--- config.mk ---
export PLATFORM = sky130hd
export DESIGN_NAME = alu_secure_pipe
export DESIGN_NICKNAME = d
export VERILOG_FILES = /design/src/rtl/alu_secure_pipe.sv
export SDC_FILE = /design/constraint.sdc
export NUM_CORES = 1
export LEC_CHECK = 0
export ABC_AREA = 0
export CORE_MARGIN = 2
export CORE_UTILIZATION = 40
export DETAILED_ROUTE_END_ITERATION = 10
export GPL_TIMING_DRIVEN = 0
export PLACE_DENSITY = 0.63
export SYNTH_ARGS = -nofsm -noshare
export SYNTH_HDL_FRONTEND = slang
export SYNTH_SLANG_ARGS = --single-unit
--- constraint.sdc ---
create_clock -name clk -period 2.8 [get_ports clk]
set_input_delay 0.28 -clock clk [delete_from_list [all_inputs] [get_ports clk]]
set_output_delay 0.28 -clock clk [all_outputs]
set_load 0.1 [all_outputs]
--- src/rtl/alu_secure_pipe.sv ---
// alu_secure_pipe: two-stage valid/ready ALU with status flags.
// Optional redundant shadow self-check with sticky alarm, enabled by ALU_SELFCHECK_EN.
module alu_secure_pipe #(
    parameter int WIDTH = 8,
    parameter int CNT_W = 8
) (
    input  logic             clk,
    input  logic             rst_n,
    input  logic             in_valid,
    output logic             in_ready,
    input  logic [WIDTH-1:0] a,
    input  logic [WIDTH-1:0] b,
    input  logic [2:0]       op,
    output logic             out_valid,
    input  logic             out_ready,
    output logic [WIDTH-1:0] result,
    output logic             carry,
    output logic             zero,
    output logic             overflow,
    output logic             negative,
    input  logic             dbg_flip,
    input  logic             alarm_clr,
    output logic             alarm,
    output logic [CNT_W-1:0] mismatch_cnt
);
    localparam int M = WIDTH - 1;
    localparam logic [2:0] ADD = 3'd0, SUB = 3'd1, AND = 3'd2, OR = 3'd3,
                           XOR = 3'd4, SHL = 3'd5, SHR = 3'd6, PASSB = 3'd7;

    logic             v1_q, v2_q;
    logic [WIDTH-1:0] a_q, b_q, res_q;
    logic [2:0]       op_q;
    logic             c_q, z_q, o_q, n_q;
    logic             adv1, adv2, load2, flip;
    logic [WIDTH:0]   sum_w, dif_w;
    logic [WIDTH-1:0] p_r, p_rf;
    logic             p_c, p_o, p_z, p_n;

    assign adv2     = !v2_q | out_ready;
    assign adv1     = !v1_q | adv2;
    assign in_ready = !rst_n | adv1;
    assign load2    = adv2 & v1_q;

    assign sum_w = {1'b0, a_q} + {1'b0, b_q};
    assign dif_w = {1'b0, a_q} - {1'b0, b_q};

    always_comb begin
        p_r = '0;
        p_c = 1'b0;
        p_o = 1'b0;
        case (op_q)
            ADD: begin
                p_r = sum_w[M:0];
                p_c = sum_w[WIDTH];
                p_o = (a_q[M] == b_q[M]) & (p_r[M] != a_q[M]);
            end
            SUB: begin
                p_r = dif_w[M:0];
                p_c = dif_w[WIDTH];
                p_o = (a_q[M] != b_q[M]) & (p_r[M] != a_q[M]);
            end
            AND:   p_r = a_q & b_q;
            OR:    p_r = a_q | b_q;
            XOR:   p_r = a_q ^ b_q;
            SHL: begin
                p_r = {a_q[M-1:0], 1'b0};
                p_c = a_q[M];
                p_o = a_q[M] ^ a_q[M-1];
            end
            SHR: begin
                p_r = {1'b0, a_q[M:1]};
                p_c = a_q[0];
            end
            PASSB: p_r = b_q;
        endcase
    end

    assign p_rf = p_r ^ {{(WIDTH-1){1'b0}}, flip};
    assign p_z  = ~|p_rf;
    assign p_n  = p_rf[M];

    always_ff @(posedge clk) begin
        if (!rst_n) begin
            v1_q  <= 1'b0;
            v2_q  <= 1'b0;
            a_q   <= '0;
            b_q   <= '0;
            op_q  <= '0;
            res_q <= '0;
            {c_q, z_q, o_q, n_q} <= '0;
        end else begin
            if (adv1) begin
                v1_q <= in_valid;
                if (in_valid) {a_q, b_q, op_q} <= {a, b, op};
            end
            if (adv2) v2_q <= v1_q;
            if (load2) begin
                res_q <= p_rf;
                {c_q, z_q, o_q, n_q} <= {p_c, p_z, p_o, p_n};
            end
        end
    end

    assign out_valid = v2_q;
    assign result    = res_q;
    assign {carry, zero, overflow, negative} = {c_q, z_q, o_q, n_q};

`ifdef ALU_SELFCHECK_EN
    logic [WIDTH-1:0] s_r;
    logic             s_c, s_o, mism, alarm_q, alarm_d;
    logic [CNT_W-1:0] cnt_q, cnt_d;

    assign flip = dbg_flip;

    // Shadow path: formulated independently (two's-complement add, majority carry).
    always_comb begin
        s_r = op_q == ADD ? a_q + b_q :
              op_q == SUB ? a_q + ~b_q + WIDTH'(1) :
              op_q == AND ? ~(~a_q | ~b_q) :
              op_q == OR  ? ~(~a_q & ~b_q) :
              op_q == XOR ? (a_q & ~b_q) | (~a_q & b_q) :
              op_q == SHL ? a_q << 1 :
              op_q == SHR ? a_q >> 1 : b_q;
        s_c = op_q == ADD ? (a_q[M] & b_q[M]) | ((a_q[M] | b_q[M]) & ~s_r[M]) :
              op_q == SUB ? a_q < b_q :
              op_q == SHL ? a_q[M] :
              op_q == SHR ? a_q[0] : 1'b0;
        s_o = op_q == ADD ? ~(a_q[M] ^ b_q[M]) & (a_q[M] ^ s_r[M]) :
              op_q == SUB ? (a_q[M] ^ b_q[M]) & (a_q[M] ^ s_r[M]) :
              op_q == SHL ? a_q[M] ^ a_q[M-1] : 1'b0;
    end

    assign mism = load2 & ({p_rf, p_c, p_o, p_z, p_n} != {s_r, s_c, s_o, s_r == '0, s_r[M]});

    always_comb begin
        alarm_d = mism | (alarm_q & ~alarm_clr);
        cnt_d   = mism ? (alarm_clr ? CNT_W'(1) : (&cnt_q ? cnt_q : cnt_q + CNT_W'(1))) :
                  (alarm_clr ? '0 : cnt_q);
    end

    always_ff @(posedge clk) begin
        if (!rst_n) begin
            alarm_q <= 1'b0;
            cnt_q   <= '0;
        end else begin
            alarm_q <= alarm_d;
            cnt_q   <= cnt_d;
        end
    end

    assign alarm        = alarm_q;
    assign mismatch_cnt = cnt_q;
`else
    logic unused_dbg;

    assign flip         = 1'b0;
    assign unused_dbg   = ^{dbg_flip, alarm_clr};
    assign alarm        = 1'b0;
    assign mismatch_cnt = '0;
`endif
endmodule

Word level (Yosys, flattened, before mapping)

Index checks and enable logic that the tools add are counted.

Reductions and logical operators: 7
Shift operators: 0
Add/subtract/negate cells: 2
Bitwise operators: 10
Div/mod/pow operators: 0
Multipliers: 0
Mux-type cells: 3
Order comparisons: 0
Equality and inequality tests: 11

Operator list:

| kind                 | count |
|---|---|
| $pmux W8 S8          | 1 |
| $eq A3 B3 Y1 const B | 4 |
| $add A8 B8 Y9        | 1 |
| $sub A8 B8 Y9        | 1 |
| $and A8 B8 Y8        | 1 |
| $or A8 B8 Y8         | 1 |
| $reduce_or A8 Y1     | 1 |
| $xor A8 B8 Y8        | 1 |
| $eq A3 B2 Y1 const B | 2 |
| $logic_not A1 Y1     | 4 |
| $pmux W1 S4          | 1 |
| $and A1 B1 Y1        | 3 |
| $eq A3 B1 Y1 const B | 1 |
| $logic_not A3 Y1     | 1 |
| $ne A1 B1 Y1         | 3 |
| $or A1 B1 Y1         | 3 |
| $pmux W1 S3          | 1 |
| $reduce_and A2 Y1    | 1 |
| $eq A1 B1 Y1         | 1 |
| $xor A1 B1 Y1        | 1 |

Word-level logic and storage cells: 43
Memories: 0
Bits in registers: 33
Output and inout port bits: 23
Bits in writable memories: 0
Bits in latches: 0
Memory bits (read-only): 0
Input bits: 25

Longest topological paths before layout

Depth after elaboration: 4
Depth in mapped cells: 10
Mapped depth without buffers: 10

Worst setup path before layout

Ideal clock, no wire load.

Path kind: register to output
Start: register v2_q, in the netlist out_valid
End: output in_ready
Required time: 2.520 ns
Arrival: 2.080 ns
Cell stages (with the launch flop): 3
Setup slack: 0.440 ns
Path buffers: 0
Cells stage by stage: dfxtp_1 -> nor2b_1 -> nand3_1

Word-level cells in the longest chain between the ends: 4

Ends and longest elaborated chain:

| what                     | RTL line | RTL |
|---|---|---|
| start: declaration       | 30       | `logic v1_q, v2_q;` |
| start signal: assignment | 96       | `if (adv2) v2_q <= v1_q;` |
| $logic_not A1 Y1         | 39       | `assign adv2 = !v2_q \| out_ready;` |
| $or A1 B1 Y1             | 39       |  |
| $or A1 B1 Y1             | 40       | `assign adv1 = !v1_q \| adv2;` |
| $or A1 B1 Y1             | 41       | `assign in_ready = !rst_n \| adv1;` |
| end: declaration         | 10       | `output logic in_ready,` |

Every way passes these cells.

Worst setup path after layout

Start: register a_q[1]
End: register z_q, in the netlist zero

Word-level cells in the longest chain between the ends: 4
Elaborated cells on any way between the ends: 8
Those cells by class: add/sub: 2; mux: 1; bitwise: 3; reduce/logical: 2

Ends and longest elaborated chain:

| what                                        | RTL line | RTL |
|---|---|---|
| start: declaration                          | 31       | `logic [WIDTH-1:0] a_q, b_q, res_q;` |
| start signal: assignment                    | 94       | `if (in_valid) {a_q, b_q, op_q} <= {a, b, op};` |
| $sub A8 B8 Y9, or another cell as far along | 45       | `assign dif_w = {1'b0, a_q} - {1'b0, b_q};` |
| $pmux W8 S8 *                               | 51       | `case (op_q)` |
| $reduce_or A8 Y1 *                          | 79       | `assign p_z = ~\|p_rf;` |
| $logic_not A1 Y1 *                          | 79       |  |
| end signal: assignment                      | 99       | `{c_q, z_q, o_q, n_q} <= {p_c, p_z, p_o, p_n};` |
| end: declaration                            | 33       | `logic c_q, z_q, o_q, n_q;` |

Mark *: on every way between the ends. The rest lies on a longest branch, timed or not.
A chain may end at the register's enable or synchronous reset.

==> out/qor.yml <==
p_per_area_nw_per_um2: 452.8
yosysWarnings: 0
busiest_layer: "met2"
insertion_delay_ns: 0.30
antenna_found_initial: 0
ys_seq_elements: 32
endpoint_kind: "flip-flop"
p_int_w: 0.001017
port_buffers: 36
max_clock_freq_mhz: 386.8
cts_max_path_buffers: 2
first_pass_iters: 4
worst_path_dominant_cell_family: "compound AO/OA/AOI/OAI gates"
synth_edf_count: 0
drt_iter0_drc: 98
critPathMaxFanout: 7
crit_type: "flip-flop to flip-flop"
gp_congestion: 0.8755
synthDistinctLibCells: 79
fin_area_um2: 3498
grt_use_met2_pct: 34.24
postSynthCellCount: 336
synthArstFlopShare_pct: 0
r2r-start: "a_q[1]$_SDFFE_PN0P_"
rsz0062_at_grt: "false"
die_h_um: 88.49
grt_use_met3_pct: 2.892
nets: 438
crit_slowest_cell: "dfxtp_1"
arrival_ns: 2.81
power.switching_w: 0.0005675
die-area_um2: 7830
fin_crit_sh_pct: 92.34
syn_to_final_growth_pct: 22.52
status: "completed"
grt_pass1_vias: 2387
pwr-share-seq_pct: 32.1
cts_setup_buffers: 0
ios: 48
maxSlewViolCount: 0
placed_area_um2: 3366
grt_usage_pct: 19.45
grt-ovfl-total: 0
insertedDiodeCount: 0
swShare_pct: 35.82
hpwl_mm: 5.510
ys_seq_area_share_pct: 22.44
root_buffer: "clkbuf_8"
drt_drc_violations_left: 0
wire_per_inst_um: 14.65
fp.dieW_um: 88.49
rows: 30
clock_sinks: 32
finalWirelength_mm: 7.093
viasPerCell: 5.132
grt_start_max_net_pins: 11
crit_start: "a_q[1]$_SDFFE_PN0P_"
cp_data_required_time_ns: 3.02
drive_above_1_share_pct: 15.72
final.min_clock_period_ns: 2.586
cap_violations: 0
fillers: 664
min-delay-start: "result[6]$_SDFFE_PN0P_"
worstMarginPinSlew_ns: 0.9661
critPathLaunchType: "flip-flop"
leakagePower_nw: 1.469
cts_tree: "yes"
met1_usage_pct: 24.77
synth-main-ff-cell: "dfxtp_1"
cts_buffers: 5
cts_max_level: 2
clk_pin_slew_worst_paths_ns: 0.07
syn_avg_cell_area_um2: 8.498
hold_violations: 0
ant_nets: 0
grt_pass1_wl_mm: 11.77
worst-path-buf-inv: 1
comb_power_share_pct: 36.3
coreArea_um2: 6869
critical_path.max_stage_delay_ns: 0.50
initial_core_util_pct: 41.57
relSlewSlack_pct: 35.39
clkPwrFrac_pct: 31.5
num_vias: 2484
path_cells: "inv_1, fa_1, o21bai_1, a21oi_1, xor2_1, or3_2, a22oi_2, nand3_1, o31ai_2"
vdd_drop_max_uv: 263.6
syn_area_um2: 2855
tns_ns: 0
skew_ns: 0.005719
hold_path_class: "flip-flop to flip-flop"
setup_viol: 0
[worst min-delay path, stage by stage (launching register included)]
cell and delay, ns:
dfxtp_1 0.31, nand2_1 0.05, a21boi_1 0.05
[layer usage]
metal,routed length [um],part of all wire (%)
met1,3250,46
met2,3461,49
met3,305,4.3
met4,74,1.0
met5,0,0
[cell families after synthesis]
kind of cell,count (synthesis),share of synthesized area (%)
xor+xnor,7,2.147
simple gates,109,19.11
fa+ha+maj,26,11.92
compound gates,93,26.29
mux,13,6.091
buf+inv,55,11.88
flops,32,22.44
other cells,1,0.1313
[sequential cells by signal, indices dropped and copies added, names as in the netlist]
register   flops
a_q            8
b_q            8
carry          1
op_q           3
out_valid      1
overflow       1
result         8
v1_q           1
zero           1
[cell usage after synthesis, types with 3 or more instances]
master,instances,area (um^2)
buf_6,8,90.09
a21oi_1,12,60.06
ha_1,24,300.3
inv_1,24,90.09
o21ai_0,5,25.02
dfxtp_1,32,640.6
o211a_1,4,40.04
a21boi_0,19,142.6
nor2b_1,5,31.28
a31oi_1,3,18.77
nand2b_1,8,50.05
nand2_1,56,210.2
nor2_1,10,37.54
buf_4,11,82.58
mux4_2,3,67.56
nor3_1,3,15.01
a211o_1,3,26.28
o21ai_1,4,20.02
nand3_1,3,15.01
a221oi_2,3,45.04
o22ai_1,5,31.28
mux2i_1,8,80.08
xnor2_1,5,43.79
and2_1,4,25.02
clkbuf_1,6,22.52
buf_2,3,15.01
[layout make-up]
cell class,count,area (um^2),share of cell area (%)
Buffer,31,249.0,7.117
Clock buffer,7,96.34,2.754
Clock inverter,1,30.03,0.8584
Inverter,24,90.09,2.575
Multi-Input combinational cell,257,1911,54.61
Sequential cell,32,641.9,18.35
Tap cell,96,120.1,3.433
Timing Repair Buffer,36,360.3,10.30
[worst paths after layout]
path / to / slack [ns] / cells past startpoint
max: zero$_SDFFE_PN0P_ / 0.21 / 9
min reg2reg: result[6]$_SDFFE_PN0P_ / 0.46 / 2
max reg2reg: zero$_SDFFE_PN0P_ / 0.21 / 9
min: result[6]$_SDFFE_PN0P_ / 0.46 / 2
[layout by cell type, fill, tap and decap left out, types with 9 or more instances in the layout]
| cell type | count |
|---|---|
| inv_1 | 24 |
| a21oi_1 | 12 |
| nand2_1 | 56 |
| nor2_1 | 10 |
| a21boi_0 | 19 |
| buf_4 | 11 |
| clkdlybuf4s50_1 | 36 |
| conb_1 | 9 |
| dfxtp_1 | 31 |
| ha_1 | 24 |
[stage by stage]
step	power, W	instances	worst slack [ns]	hold slack, ns	util (%)
6_report	0.001584	484	0.2144	0.4603	50.93
5_1_grt	0.001661	484	0.06582	0.4893	50.93
4_1_cts	0.001589	484	0.04911	0.4653	50.84
3_5_place_dp	0.001089	476	0.05408	0.4548	49.00
3_3_place_gp	0.001081	476	0.05512	0.4523	49.00
2_1_floorplan	0.0009560	344	0.4397	0.4185	-
[repair_timing]
| item | 4_1_cts | 5_1_grt |
|---|---|---|
| hold buffers | 0 | 0 |
| setup endpoints to repair | 0 | 2 |
| resized for setup | 0 | 2 |
[power groups by stage]
stage,Sequential [W],Clock [W],Combinational [W]
final,0.000509,0.000499,0.000576
after detailed placement,0.000520,0,0.000569
after CTS,0.000509,0.000508,0.000572
after global routing,0.000513,0.000526,0.000622
after floorplan,0.000586,0,0.000369
after global placement,0.000518,0,0.000563
Note: power is estimated with default switching activity, not from simulation.
